[src/rtl/pong_ctrl_pkg.sv]
// Shared encodings for the pong game controller: FSM states, UART command bytes and winner codes.
package pong_ctrl_pkg;

  typedef enum logic [2:0] {
    ST_IDLE     = 3'd0,
    ST_SERVE    = 3'd1,
    ST_PLAY     = 3'd2,
    ST_PAUSE    = 3'd3,
    ST_GAMEOVER = 3'd4
  } state_t;

  localparam logic [7:0] CMD_START = 8'h53;
  localparam logic [7:0] CMD_PAUSE = 8'h50;
  localparam logic [7:0] CMD_RESET = 8'h52;

  localparam logic [1:0] WIN_NONE = 2'b00;
  localparam logic [1:0] WIN_P1   = 2'b01;
  localparam logic [1:0] WIN_P2   = 2'b10;

endpackage

[src/rtl/pong_ctrl_if.sv]
// UART receive link carrying one command byte per valid strobe; the receiver drives, the decoder listens.
interface pong_ctrl_if;
  logic       rx_dv;
  logic [7:0] rx_byte;

  modport master (output rx_dv, output rx_byte);
  modport slave  (input  rx_dv, input  rx_byte);
endinterface

[src/rtl/pong_cmd_decode.sv]
// Turns a UART byte into start/pause/reset strobes. Purely combinational so the
// FSM registers the resulting transition on the same edge that samples the byte.
module pong_cmd_decode
  import pong_ctrl_pkg::*;
(
  pong_ctrl_if.slave rx,
  output logic       start_stb,
  output logic       pause_stb,
  output logic       reset_stb
);

  always_comb begin
    start_stb = rx.rx_dv && (rx.rx_byte == CMD_START);
    pause_stb = rx.rx_dv && (rx.rx_byte == CMD_PAUSE);
    reset_stb = rx.rx_dv && (rx.rx_byte == CMD_RESET);
  end

endmodule

[src/rtl/pong_game_ctrl.sv]
// Pong game FSM: serve timing, scoring and winner detection driven by UART commands.
// Optional pause support is built when PONG_CTRL_PAUSE_EN is defined.
module pong_game_ctrl
  import pong_ctrl_pkg::*;
#(
  parameter int c_WIN_SCORE    = 5,
  parameter int c_SERVE_FRAMES = 60
) (
  input  logic       i_Clk,
  input  logic       i_Rst_L,
  input  logic       i_Frame_Tick,
  input  logic       i_RX_DV,
  input  logic [7:0] i_RX_Byte,
  input  logic       i_P1_Miss,
  input  logic       i_P2_Miss,
  output logic       o_Game_Active,
  output logic       o_Ball_Reset,
  output logic       o_Serve_Dir,
  output logic [3:0] o_P1_Score,
  output logic [3:0] o_P2_Score,
  output logic [1:0] o_Winner,
  output logic [2:0] o_State
);

  localparam logic [3:0] WIN_SCORE  = 4'(c_WIN_SCORE);
  localparam logic [7:0] SERVE_LAST = 8'(c_SERVE_FRAMES - 1);

  state_t     state;
  logic [7:0] serve_cnt;
  logic [3:0] p1_score;
  logic [3:0] p2_score;
  logic [1:0] winner;
  logic       serve_dir;
  logic       ball_reset;
  logic       game_active;
  logic       start_stb;
  logic       pause_stb;
  logic       reset_stb;

  pong_ctrl_if rx_link ();

  assign rx_link.rx_dv   = i_RX_DV;
  assign rx_link.rx_byte = i_RX_Byte;

  pong_cmd_decode u_cmd_decode (
    .rx        (rx_link.slave),
    .start_stb (start_stb),
    .pause_stb (pause_stb),
    .reset_stb (reset_stb)
  );

`ifndef PONG_CTRL_PAUSE_EN
  logic unused_pause;
  assign unused_pause = pause_stb;
`endif

  always_ff @(posedge i_Clk or negedge i_Rst_L) begin
    if (!i_Rst_L) begin
      state       <= ST_IDLE;
      serve_cnt   <= 8'd0;
      p1_score    <= 4'd0;
      p2_score    <= 4'd0;
      winner      <= WIN_NONE;
      serve_dir   <= 1'b0;
      ball_reset  <= 1'b0;
      game_active <= 1'b0;
    end else begin
      ball_reset <= 1'b0;
      // A reset command outranks everything else arriving in the same cycle.
      if (reset_stb) begin
        state       <= ST_IDLE;
        serve_cnt   <= 8'd0;
        p1_score    <= 4'd0;
        p2_score    <= 4'd0;
        winner      <= WIN_NONE;
        serve_dir   <= 1'b0;
        game_active <= 1'b0;
      end else begin
        case (state)
          ST_IDLE, ST_GAMEOVER: begin
            if (start_stb) begin
              state      <= ST_SERVE;
              serve_cnt  <= 8'd0;
              p1_score   <= 4'd0;
              p2_score   <= 4'd0;
              winner     <= WIN_NONE;
              ball_reset <= 1'b1;
            end
          end
          ST_SERVE: begin
            if (i_Frame_Tick) begin
              if (serve_cnt == SERVE_LAST) begin
                state       <= ST_PLAY;
                game_active <= 1'b1;
              end else begin
                serve_cnt <= serve_cnt + 8'd1;
              end
            end
          end
          ST_PLAY: begin
            if (i_P1_Miss && i_P2_Miss) begin
              state       <= ST_SERVE;
              serve_cnt   <= 8'd0;
              ball_reset  <= 1'b1;
              game_active <= 1'b0;
            end else if (i_P1_Miss) begin
              p2_score    <= p2_score + 4'd1;
              serve_dir   <= 1'b0;
              game_active <= 1'b0;
              if ((p2_score + 4'd1) == WIN_SCORE) begin
                state  <= ST_GAMEOVER;
                winner <= WIN_P2;
              end else begin
                state      <= ST_SERVE;
                serve_cnt  <= 8'd0;
                ball_reset <= 1'b1;
              end
            end else if (i_P2_Miss) begin
              p1_score    <= p1_score + 4'd1;
              serve_dir   <= 1'b1;
              game_active <= 1'b0;
              if ((p1_score + 4'd1) == WIN_SCORE) begin
                state  <= ST_GAMEOVER;
                winner <= WIN_P1;
              end else begin
                state      <= ST_SERVE;
                serve_cnt  <= 8'd0;
                ball_reset <= 1'b1;
              end
            end
`ifdef PONG_CTRL_PAUSE_EN
            else if (pause_stb) begin
              state       <= ST_PAUSE;
              game_active <= 1'b0;
            end
`endif
          end
`ifdef PONG_CTRL_PAUSE_EN
          // Scores and the serve counter are simply left untouched while paused.
          ST_PAUSE: begin
            if (pause_stb) begin
              state       <= ST_PLAY;
              game_active <= 1'b1;
            end
          end
`endif
          default: begin
            state       <= ST_IDLE;
            game_active <= 1'b0;
          end
        endcase
      end
    end
  end

  assign o_State       = state;
  assign o_P1_Score    = p1_score;
  assign o_P2_Score    = p2_score;
  assign o_Winner      = winner;
  assign o_Serve_Dir   = serve_dir;
  assign o_Ball_Reset  = ball_reset;
  assign o_Game_Active = game_active;

endmodule

[config.mk]
export PLATFORM = sky130hd
export DESIGN_NAME = pong_game_ctrl
export DESIGN_NICKNAME = d
export VERILOG_FILES = /design/src/rtl/pong_ctrl_pkg.sv /design/src/rtl/pong_ctrl_if.sv /design/src/rtl/pong_cmd_decode.sv /design/src/rtl/pong_game_ctrl.sv
export SDC_FILE = /design/constraint.sdc
export NUM_CORES = 1
export LEC_CHECK = 0
export CAP_MARGIN = 40
export CORE_MARGIN = 2
export CORE_UTILIZATION = 30
export CTS_CLUSTER_DIAMETER = 80
export DETAILED_ROUTE_END_ITERATION = 12
export PLACE_DENSITY = 0.59
export SKIP_CTS_REPAIR_TIMING = 1
export SYNTH_ARGS = -nofsm -noshare
export SYNTH_HDL_FRONTEND = slang
export SYNTH_HIERARCHICAL = 1
export SYNTH_SLANG_ARGS = --single-unit
[constraint.sdc]
create_clock -name i_Clk -period 2.3 [get_ports i_Clk]
set_input_delay 0.46 -clock i_Clk [delete_from_list [all_inputs] [get_ports i_Clk]]
set_output_delay 0.46 -clock i_Clk [all_outputs]
set_load 0.005 [all_outputs]
==> flow_summary.toml <==
[clocking]
ctsLongestPathBuffers = 2
insertion_delay_ns = 0.26
tritoncts = "yes"
cts.clk_slew.worst_paths_ns = 0.08
numCtsBuffers = 3
cts_max_level = 1
clock-sinks = 24
cts_root_buffer = "clkbuf_8"

[min_path]
hold_path_depth = 1
hold_class = "flip-flop to flip-flop"
min_to = "serve_cnt[0]"
min_from = "serve_cnt[0]"

[floorplanning]
start_util_pct = 30.8
die_x_um = 75.9
die_area_um2 = 5770
ios = 30
die_y_um = 75.9
core_um2 = 5040
rows = 26

[worst_setup_path]
r2r-start = "o_State[0]"
r2r_cells = 6
r2r_end = "serve_cnt[6]"
worstPathRequired_ns = 2.49
critPathMaxFanout = 3
critPathLaunchType = "input pin"
crit_path_end_kind = "flip-flop"
crit_type = "input pin to flip-flop"
worst_ep_arrival_time_ns = 2.39
reg2reg_slack_ns = 0.36

[pwr]
p_leak_nw = 0.923
power.density_nw_per_um2 = 485
peakVddDrop_v = 0.000339

[layout]
drive_above_1_share_pct = 20.8
multi_input_area_um2 = 945
final_nets = 247
finalNonFillerCells = 296
area_growth_pct = 41.7
num_antenna_cells = 0
fill_cells = 524
final_cell_area_um2 = 2200
regArea_um2 = 601

[sta]
rsz0062_at_grt = "no"
finalSetupViolCount = 0
period_needed_ns = 2.20
fmax_ghz = 0.454
finClkSkew_ns = 0.00298
hold_viol_final = 0
relSlewSlack_pct = 63.2
finalCritPeriodShare_pct = 95.8
max_slew.worst_pin.slew_ns = 0.546
drv_slew = 0

[synth]
synthesis.nets = 191
netlist_area_um2 = 1550
syn_area_per_cell_um2 = 9.03
synth_cells = 172
yosys_warnings = 6

[global_route]
grt_pass1_wl_um = 6750
grtUsageTotal_pct = 14.1
antenna_found_initial = 0
grt-ovfl-total = 0
grt_pass1_vias = 1370
grt_start_max_net_pins = 25

[outcome]
status = "finished clean"

[detailed_routing]
num_vias = 1509
via_per_inst = 5.10
route.detailed.drc = 0
final_antenna_net_count = 0
drt_iter0_drc = 51
routed_wl_um = 4000
dr.pass1.iters = 4
post_drt_wl_per_cell_um = 13.5

[place]
dpl_cell_area_um2 = 2090
dp_hpwl_um = 2900
gp_congestion = 0.782
io_buffers = 29
dp_cells = 291

[run]
maxCapViolCount = 0
[critical path, stage by stage]
cell and delay (ns):
clkdlybuf4s50_1 0.45, nand4bb_1 0.16, nor3_2 0.07, or4b_4 0.52
nor3_4 0.25, a211oi_4 0.08, buf_4 0.17, nand2b_1 0.13
o211ai_1 0.09
[sequential cells by signal (all words and copies together) (netlist names)]
| name | flops |
|---|---|
| o_Serve_Dir | 1 |
| o_Winner | 2 |
| o_State | 3 |
| o_Ball_Reset | 1 |
| o_P2_Score | 4 |
| o_Game_Active | 1 |
| o_P1_Score | 4 |
| serve_cnt | 8 |
[cell usage in the layout, fill, tap and decap left out, types with 2 or more instances in the layout]
cell             instances
clkdlybuf4s50_1         29
o21a_1                   2
or2_2                    4
a41oi_2                  2
xnor2_1                  2
nor3_4                   2
nand2_1                 17
ha_1                     5
a41oi_1                  2
a31oi_1                  4
o22ai_1                  3
o21ai_1                  2
and3_1                   3
nor2_1                  12
clkbuf_8                 3
o211ai_1                 3
a21oi_1                  7
nor3_2                   2
dfrtp_1                 24
buf_4                   28
nand2b_1                 6
nor2b_1                  2
a22o_1                   2
a21o_1                   3
nand3_1                  6
nand4b_1                 2
o21ai_0                  9
and2_1                   2
inv_1                    7
nor3_1                   2
o31ai_1                  5
nand4_1                  2
[report_power, final]
part | total, mW | internal [mW] | switching (mW) | leakage (nW)
Combinational | 0.315 | 0.168 | 0.147 | 0.579
Clock | 0.247 | 0.117 | 0.130 | 0.0216
Sequential | 0.506 | 0.452 | 0.0540 | 0.323
[stage by stage]
step	hold WS (ns)	util (%)	TNS, ns	setup slack (ns)	power (mW)
6_report	0.522	43.6	0	0.0970	1.07
5_1_grt	0.570	43.6	0	0.00623	1.14
4_1_cts	0.529	42.2	-0.000586	-0.000586	1.05
3_5_place_dp	0.516	41.4	-2.83	-0.272	0.795
3_3_place_gp	0.498	41.4	-3.22	-0.308	0.792
2_1_floorplan	0.164	-	0	0.161	0.653
[routing by layer]
layer,up-vias,part of all wire [%],GRT usage [%]
met5,-,0,0
met4,0,0.57,2.18
met3,2,4.1,2.38
met2,30,46,22.9
met1,726,49,20.1
li1,751,-,-
[cell type report]
cell class | instances | area share [%]
multi-input combinational | 135 | 42.9
tap | 70 | 3.98
clock buffer | 3 | 1.88
sequential | 24 | 27.3
timing repair buffer | 57 | 22.7
inverter | 7 | 1.19
[how the worst max path moves through the flow]
stage	end	start
after floorplan	serve_cnt[7]	i_RX_Byte[2]
after global placement	serve_cnt[2]	i_RX_Byte[3]
after detailed placement	serve_cnt[2]	i_RX_Byte[2]
after CTS	serve_cnt[2]	i_RX_Byte[2]
after global routing	serve_cnt[4]	i_RX_Byte[5]
final	serve_cnt[6]	i_RX_Byte[5]
Power figures use the tool's default switching activity.
